<file path="src/rtl/vmi_pkg.sv">
// Shared widths and operand/product types for the registered signed multiplier.
package vmi_pkg;

  localparam int VMI_WIDTH  = 32;
  localparam int VMI_PROD_W = 2 * VMI_WIDTH;

  typedef logic signed [VMI_WIDTH-1:0]  operand_t;
  typedef logic signed [VMI_PROD_W-1:0] product_t;

endpackage

</file>
<file path="src/rtl/verilog_multiplier_integrated_signed_mult_core.sv">
// Combinational radix-4 Booth multiplier: WIDTH/2 partial products summed by a binary adder tree.
module signed_mult_core #(
  parameter int WIDTH = vmi_pkg::VMI_WIDTH
) (
  input  logic signed [WIDTH-1:0]   x,
  input  logic signed [WIDTH-1:0]   y,
  output logic signed [2*WIDTH-1:0] p
);

  localparam int NPP = WIDTH / 2;

  // Booth digit for one 3-bit window of the multiplier: 0, +-x or +-2x.
  function automatic logic signed [2*WIDTH-1:0] booth_pp(
    input logic signed [2*WIDTH-1:0] xe,
    input logic [2:0]                code
  );
    logic signed [2*WIDTH-1:0] r;
    r = '0;
    case (code)
      3'b001, 3'b010: r = xe;
      3'b011:         r = xe <<< 1;
      3'b100:         r = -(xe <<< 1);
      3'b101, 3'b110: r = -xe;
      default:        r = '0;
    endcase
    return r;
  endfunction

  logic signed [2*WIDTH-1:0] xe;
  logic        [WIDTH:0]     yz;
  // Heap-ordered tree: leaves at NPP-1..2*NPP-2, node i sums children 2i+1 and 2i+2.
  logic signed [2*WIDTH-1:0] node [2*NPP-1];

  assign xe = {{WIDTH{x[WIDTH-1]}}, x};
  assign yz = {y, 1'b0};

  for (genvar j = 0; j < NPP; j++) begin : g_pp
    assign node[NPP-1+j] = booth_pp(xe, yz[2*j +: 3]) <<< (2*j);
  end

  for (genvar i = 0; i < NPP-1; i++) begin : g_tree
    assign node[i] = node[2*i+1] + node[2*i+2];
  end

  assign p = node[0];

endmodule

</file>
<file path="src/rtl/verilog_multiplier_integrated.sv">
// Registered signed multiplier: operand registers A/B, Booth core, product register.
// Define VMI_PIPELINE_EN to add a free-running register on the core output (3-cycle latency).
module verilog_multiplier_integrated
  import vmi_pkg::*;
#(
  parameter int WIDTH = VMI_WIDTH
) (
  input  logic                     clk,
  input  logic                     resetA,
  input  logic                     resetB,
  input  logic                     resetOut,
  input  logic signed [WIDTH-1:0]  a,
  input  logic signed [WIDTH-1:0]  b,
  input  logic                     enableA,
  input  logic                     enableB,
  input  logic                     enableOut,
  output logic signed [2*WIDTH-1:0] product
);

  // No handshake: the host sequences loads and the product strobe itself.
  logic signed [WIDTH-1:0]   rega;
  logic signed [WIDTH-1:0]   regb;
  logic signed [2*WIDTH-1:0] mul_c;
  logic signed [2*WIDTH-1:0] mul_sel;

  always_ff @(posedge clk) begin
    if (resetA)       rega <= '0;
    else if (enableA) rega <= a;
  end

  always_ff @(posedge clk) begin
    if (resetB)       regb <= '0;
    else if (enableB) regb <= b;
  end

  signed_mult_core #(.WIDTH(WIDTH)) u_core (
    .x (rega),
    .y (regb),
    .p (mul_c)
  );

`ifdef VMI_PIPELINE_EN
  logic signed [2*WIDTH-1:0] mul_q;

  always_ff @(posedge clk) begin
    if (resetOut) mul_q <= '0;
    else          mul_q <= mul_c;
  end

  assign mul_sel = mul_q;
`else
  assign mul_sel = mul_c;
`endif

  always_ff @(posedge clk) begin
    if (resetOut)       product <= '0;
    else if (enableOut) product <= mul_sel;
  end

endmodule

</file>
<file path="config.mk">
export PLATFORM = sky130hd
export DESIGN_NAME = verilog_multiplier_integrated
export DESIGN_NICKNAME = d
export VERILOG_FILES = /design/src/rtl/vmi_pkg.sv /design/src/rtl/verilog_multiplier_integrated_signed_mult_core.sv /design/src/rtl/verilog_multiplier_integrated.sv
export SDC_FILE = /design/constraint.sdc
export NUM_CORES = 2
export LEC_CHECK = 0
export ABC_AREA = 0
export BUFFER_PORTS_ARGS = -buffer_cell sky130_fd_sc_hd__buf_2
export CAP_MARGIN = 25
export CORE_MARGIN = 4
export CORE_UTILIZATION = 25
export DETAILED_ROUTE_END_ITERATION = 6
export PLACE_DENSITY_LB_ADDON = 0.12
export SETUP_SLACK_MARGIN = 0.2
export SYNTH_ARGS = -nofsm -noshare
export SYNTH_HDL_FRONTEND = slang
export SYNTH_SLANG_ARGS = --single-unit
export TNS_END_PERCENT = 1
</file>
<file path="constraint.sdc">
create_clock -name clk -period 11.8 [get_ports clk]
set_input_delay 1.77 -clock clk [delete_from_list [all_inputs] [get_ports clk]]
set_output_delay 1.77 -clock clk [all_outputs]
set_load 0.05 [all_outputs]
</file>
## Word-level counts from Yosys, hierarchy flattened

Index checks and enable logic that the tools add are counted.

| word-level totals | value |
|---|---|
| memories kept | 0 |
| bits in writable memories | 0 |
| input port bits | 71 |
| latch bits | 0 |
| logic and storage cells | 159 |
| bits in registers | 128 |
| memory bits (read-only) | 0 |

| cells by class | value |
|---|---|
| $add $sub $neg | 17 |
| divide/modulo/power cells | 0 |
| bitwise gates (word level) | 0 |
| multiplexer cells | 16 |
| reductions and logical operators | 30 |
| $mul | 0 |
| magnitude comparators | 0 |
| equality and inequality tests | 93 |
| shift operators | 0 |

Operators with widths:

| kind | count |
|---|---|
| adder 64 bit | 15 |
| one-hot mux 62 bit (4 select lines) | 1 |
| one-hot mux 60 bit (4 select lines) | 1 |
| one-hot mux 58 bit (4 select lines) | 1 |
| one-hot mux 56 bit (4 select lines) | 1 |
| one-hot mux 54 bit (4 select lines) | 1 |
| one-hot mux 52 bit (4 select lines) | 1 |
| one-hot mux 50 bit (4 select lines) | 1 |
| one-hot mux 48 bit (4 select lines) | 1 |
| one-hot mux 64 bit (3 select lines) | 1 |
| one-hot mux 46 bit (4 select lines) | 1 |
| one-hot mux 44 bit (4 select lines) | 1 |
| one-hot mux 42 bit (4 select lines) | 1 |
| one-hot mux 40 bit (4 select lines) | 1 |
| one-hot mux 38 bit (4 select lines) | 1 |
| one-hot mux 36 bit (4 select lines) | 1 |
| one-hot mux 34 bit (4 select lines) | 1 |
| equality test 3 bit (second input constant) | 45 |
| equality test 3 x 2 -> 1 bit (second input constant) | 30 |
| negator 32 -> 64 bit | 1 |
| negator 33 -> 64 bit | 1 |
| OR reduction 2 bit | 30 |
| equality test 3 x 1 -> 1 bit (second input constant) | 15 |
| equality test 2 bit (second input constant) | 2 |
| equality test 2 x 1 -> 1 bit (second input constant) | 1 |

## Longest topological paths before layout

| logic depth | value |
|---|---|
| depth in word-level cells | 7 |
| mapped depth | 42 |

## By module

From an unflattened synthesis, not the netlist that was laid out.

| second synthesis, totals | value |
|---|---|
| cells, all modules | 6421 |
| area, all modules | 47087.7 um2 |

Modules (own cells, without submodules):

| module | instances | area an instance (um2) | cells each |
|---|---|---|---|
| signed_mult_core | 1 | 42523.3 | 6009 |
| verilog_multiplier_integrated | 1 | 4564.4 | 412 |

## Worst setup path after synthesis

OpenSTA, ideal clock, no wires.

| timing | value |
|---|---|
| path type | register -> register |
| from | register rega[1] |
| to | register product[56] |
| stages on the path, launching flop included | 39 |
| data required time | 11.684 ns |
| path buffers | 5 |
| arrival time | 9.532 ns |
| slack | 2.151 ns |
| setup time | 0.116 ns |
| cells stage by stage | dfxtp_1 -> buf_6 -> or4_4 -> or4_1 -> buf_4 -> or3_1 -> or3_4 -> or4_1 -> buf_2 -> nor3_4 -> xnor2_1 -> buf_2 -> o21ai_1 -> a22oi_1 -> a21oi_1 -> fa_1 -> inv_1 -> fa_1 -> [3 not listed] -> fa_1 -> inv_1 -> fa_1 -> inv_1 -> ha_1 -> clkbuf_1 -> a21o_1 -> a21o_1 -> a21o_1 -> a21o_1 -> a21o_1 -> a211o_1 -> nor3_1 -> nor4_1 -> nor2_1 -> nor2_1 -> or3_1 -> a41o_1 |

| on the way | value |
|---|---|
| longest elaborated chain between the ends | 6 |
| elaborated cells on any way between the ends | 33 |
| those cells by class | 17 x add/sub; 16 x mux |

Ends and longest elaborated chain:

| what | RTL line | source |
|---|---|---|
| from (decl) | verilog_multiplier_integrated.sv:21 | `logic signed [WIDTH-1:0] rega;` |
| from (signal assigned) | verilog_multiplier_integrated.sv:27 | `if (resetA) rega <= '0;` |
| from (signal assigned) | verilog_multiplier_integrated.sv:28 | `else if (enableA) rega <= a;` |
| negator 33 -> 64 bit / negator 32 -> 64 bit (equally long branches) | verilog_multiplier_integrated_signed_mult_core.sv:22, verilog_multiplier_integrated_signed_mult_core.sv:23 |  |
| one-hot mux 62 bit (4 select lines), or another cell as far along | verilog_multiplier_integrated_signed_mult_core.sv:19 | `case (code)` |
| adder 64 bit (3 in series) | verilog_multiplier_integrated_signed_mult_core.sv:42 | `assign node[i] = node[2*i+1] + node[2*i+2];` |
| adder 64 bit (*) | verilog_multiplier_integrated_signed_mult_core.sv:42 |  |
| to (signal assigned) | verilog_multiplier_integrated.sv:57 | `else if (enableOut) product <= mul_sel;` |
| to (decl) | verilog_multiplier_integrated.sv:17 | `output logic signed [2*WIDTH-1:0] product` |

Every way passes the cells marked *; elsewhere a longest branch is shown, timed or not.
A chain may end at the register's enable or synchronous reset.

## Worst setup path in the final report

| timing | value |
|---|---|
| from | register rega[1] |
| to | register product[62] |

The elaborated chain is that of the path after synthesis.

==> impl_results.md <==
* FF-to-FF Start: rega[1]
* FF+latch count, synth at between 100 and 150
* Reg2reg path depth at 30
* Ys async rst share at 0%
* Hold Crit Depth at 2
* Final WL at about 280 mm
* Top Ports at approximately 140
* Tightest Pin Transition at ~1.3 ns
* Die H at ~430 um
* CTS Hold Bufs at 0
* Failing checks: design-rule violations
* Post-synth EDFFs at 0
* Final hold vios at 0
* Worst Skew at about 0.028 ns
* Clock buffer depth at 2
* Sequential element share of the synthesized area at under 10%
* Synth-to-Final Area Change at 9.84%
* Slew Viols, Final at 0
* Dpl cell area at approximately 49000 um^2
* Htree depth at 4
* GR Overflow Total at 0
* Drt wl/cell at approximately 34 um
* Mapped Avg Cell Area at between 7 and 8 um^2
* CTS tree: built
* Global-route usage over all layers at between 20 and 30%
* Reg area at between 2000 and 3000 um^2
* Final net count at between 6000 and 7000
* Gate Count Post-Synth at around 6100
* CTS Sinks at between 100 and 150
* Residual DRC at 20
* Crit Path Class: flip-flop to flip-flop
* Highest-count cells in the layout ignoring fill and taps: inv_1, fa_1, nand2_1
* Maximum clock rate at roughly 0.090 GHz
* Fin util at about 28%
* Crit end category: flip-flop
* Total CTS buffers at 17
* DIE AREA at 187000 um^2
* Worst-Skew Late Latency at slightly below 0.6 ns
* Hold EP: product[0]
* Total negative slack for setup checks at 0 ns
* Clock Pin Slew Worst Setup and Hold Paths at approximately 0.090 ns
* Vias in the first global route at roughly 46000
* Post-Syn Area at between 40000 and 50000 um^2
* Final setup violation count at 0
* Max cap viols at 0
* Worst Hold Class: flip-flop to flip-flop
* Rows at 155
* Hold wc startpoint: product[0]
* Critical Path AT at 11.62 ns
* Iteration-0 DRC Markers at between 7000 and 8000
* Pin count of the biggest net entering global routing at 70
* Run status: finished, violations left
* Drt pass-1 iters at 7
* Post-DP HPWL at 213 mm
* RSZ-0062 raised after global routing: no
* Root Buffer: clkbuf_16
* Initial antenna violation count at 11
* Routability Congestion at slightly below 1
* Yosys warnings at 0
* Initial Util at about a quarter
* Final antenna-violating net count at 0
* Clock period minus final worst setup slack at ~11 ns
* First-pass GRT wire length at 387 mm
* Vias at ~49000
* Fin area at 49400 um^2
* Core area at between 150000 and 200000 um^2
* Mapped Nets at just under 7000
* CP peak stage delay at roughly 0.84 ns
* R2r setup slk at about 0.64 ns
* Critical path startpoint category: flip-flop
* Worst EP required at 12.26 ns
* Period utilization at between 90% and 100%
* Fill cell count at approximately 20000
* RR Endpoint: product[62]
* Relative slew slack at about 15%
* Most common cell after layout, fill and taps aside: inv_1
* Die width at approximately 430 um
* Cell mode on critical path: fa_1
* Synth cell types at 77
* Share of layout cells above drive strength 1 at 10.6%
* Multi-input logic area at roughly 38000 um^2
* Most used DFF post-synth: dfxtp_1
* Max stage delay cell, worst path: xnor2_2
* Buffers on Ports at roughly 130
* Critical Path Fanout Max at 14
* DR vias/cell at 5.94
## kinds of logic (layout without fill, tap and decap cells)
family / count (synthesis) / count (layout) / synth area share (%)
AOI/OAI and AO/OA: 2053 / 2053 / 30.0
buffers and inverters: 1348 / 1184 / 11.3
adders and majority gates: 767 / 767 / 32.0
xor gates and xnor gates: 272 / 272 / 5.30
muxes: 145 / 145 / 3.23
DFF: 128 / 128 / 5.70
other: 0 / 5 / 0
and+or+nand+nor: 1364 / 1364 / 12.5
## worst max-delay path by stage
stage | start | end | slack [ns] | cells past startpoint
6_report | rega[1] | product[62] | 0.64 | 30
3_5_place_dp | rega[1] | product[56] | 0.64 | 33
3_3_place_gp | rega[1] | product[56] | 0.52 | 35
5_1_grt | rega[1] | product[61] | 0.32 | 31
2_1_floorplan | rega[1] | product[56] | 2.15 | 38
4_1_cts | rega[1] | product[58] | 0.56 | 33
## state kept, by name, indices dropped and copies added (netlist names)
name	flops
rega	32
product	64
regb	32
## area by class of cell
cell class / instances / share of cell area, %
multi-input combinational: 4601 / 76.0
timing repair buffer: 447 / 6.22
tap: 2355 / 5.96
inverter: 706 / 5.36
sequential: 128 / 5.30
clock buffer: 19 / 0.897
clock inverter: 12 / 0.230
antenna: 5 / 0.0253
## cells in the mapped netlist, drive strengths merged (43+ instances only)
library cell | instances | area share [%]
a21o | 87 | 1.5
a21oi | 506 | 5.6
a221o | 81 | 1.8
a221oi | 227 | 4.4
a222oi | 44 | 0.98
a22oi | 70 | 1.2
a311oi | 69 | 1.4
buf | 90 | 0.81
clkbuf | 552 | 4.6
dfxtp | 128 | 5.7
fa | 637 | 28
ha | 130 | 3.6
inv | 696 | 5.8
mux2i | 143 | 3.2
nand2 | 631 | 5.3
nor2 | 520 | 4.4
nor3 | 43 | 0.51
o211ai | 67 | 1.1
o21ai | 564 | 6.3
o22ai | 98 | 1.4
xnor2 | 183 | 3.6
xor2 | 89 | 1.7
## per-layer routing
metal  up-vias  GRT usage, %  routed length (um)  share of wire (%)
met3       534          5.97               26900                9.6
li1      20566             -                   -                  -
met1     24914          39.6              116000                 41
met4         0          13.8               15600                5.6
met5         -             0                   0                  0
met2      3151          44.1              121000                 43
## worst max-delay path, delay by kind of cell, from the launching register on
| kind | cells | cell delay, ns |
|---|---|---|
| buffers and inverters | 5 | 0.61 |
| DFF | 1 | 0.33 |
| muxes | 1 | 0.23 |
| xor gates and xnor gates | 1 | 0.84 |
| adders and majority gates | 7 | 3.76 |
| AOI/OAI and AO/OA | 6 | 1.73 |
| and+or+nand+nor | 10 | 3.51 |
## metrics by stage
step / worst slack (ns) / hold slack, ns / cells
global route: 0.316 / 0.505 / 8268
detailed placement: 0.638 / 0.462 / 8236
finish: 0.644 / 0.469 / 8273
global placement: 0.517 / 0.460 / 8230
CTS: 0.565 / 0.472 / 8267
floorplan: 2.15 / 0.509 / 6077
## repair_timing
item                       in CTS  in global routing
setup endpoints to repair       0                  3
buffers inserted                0                  0
resized for setup               0                  1
Power is left out: the tool's default activity adds up to more than one toggle a clock period on the data nets, which glitch-free logic cannot reach.
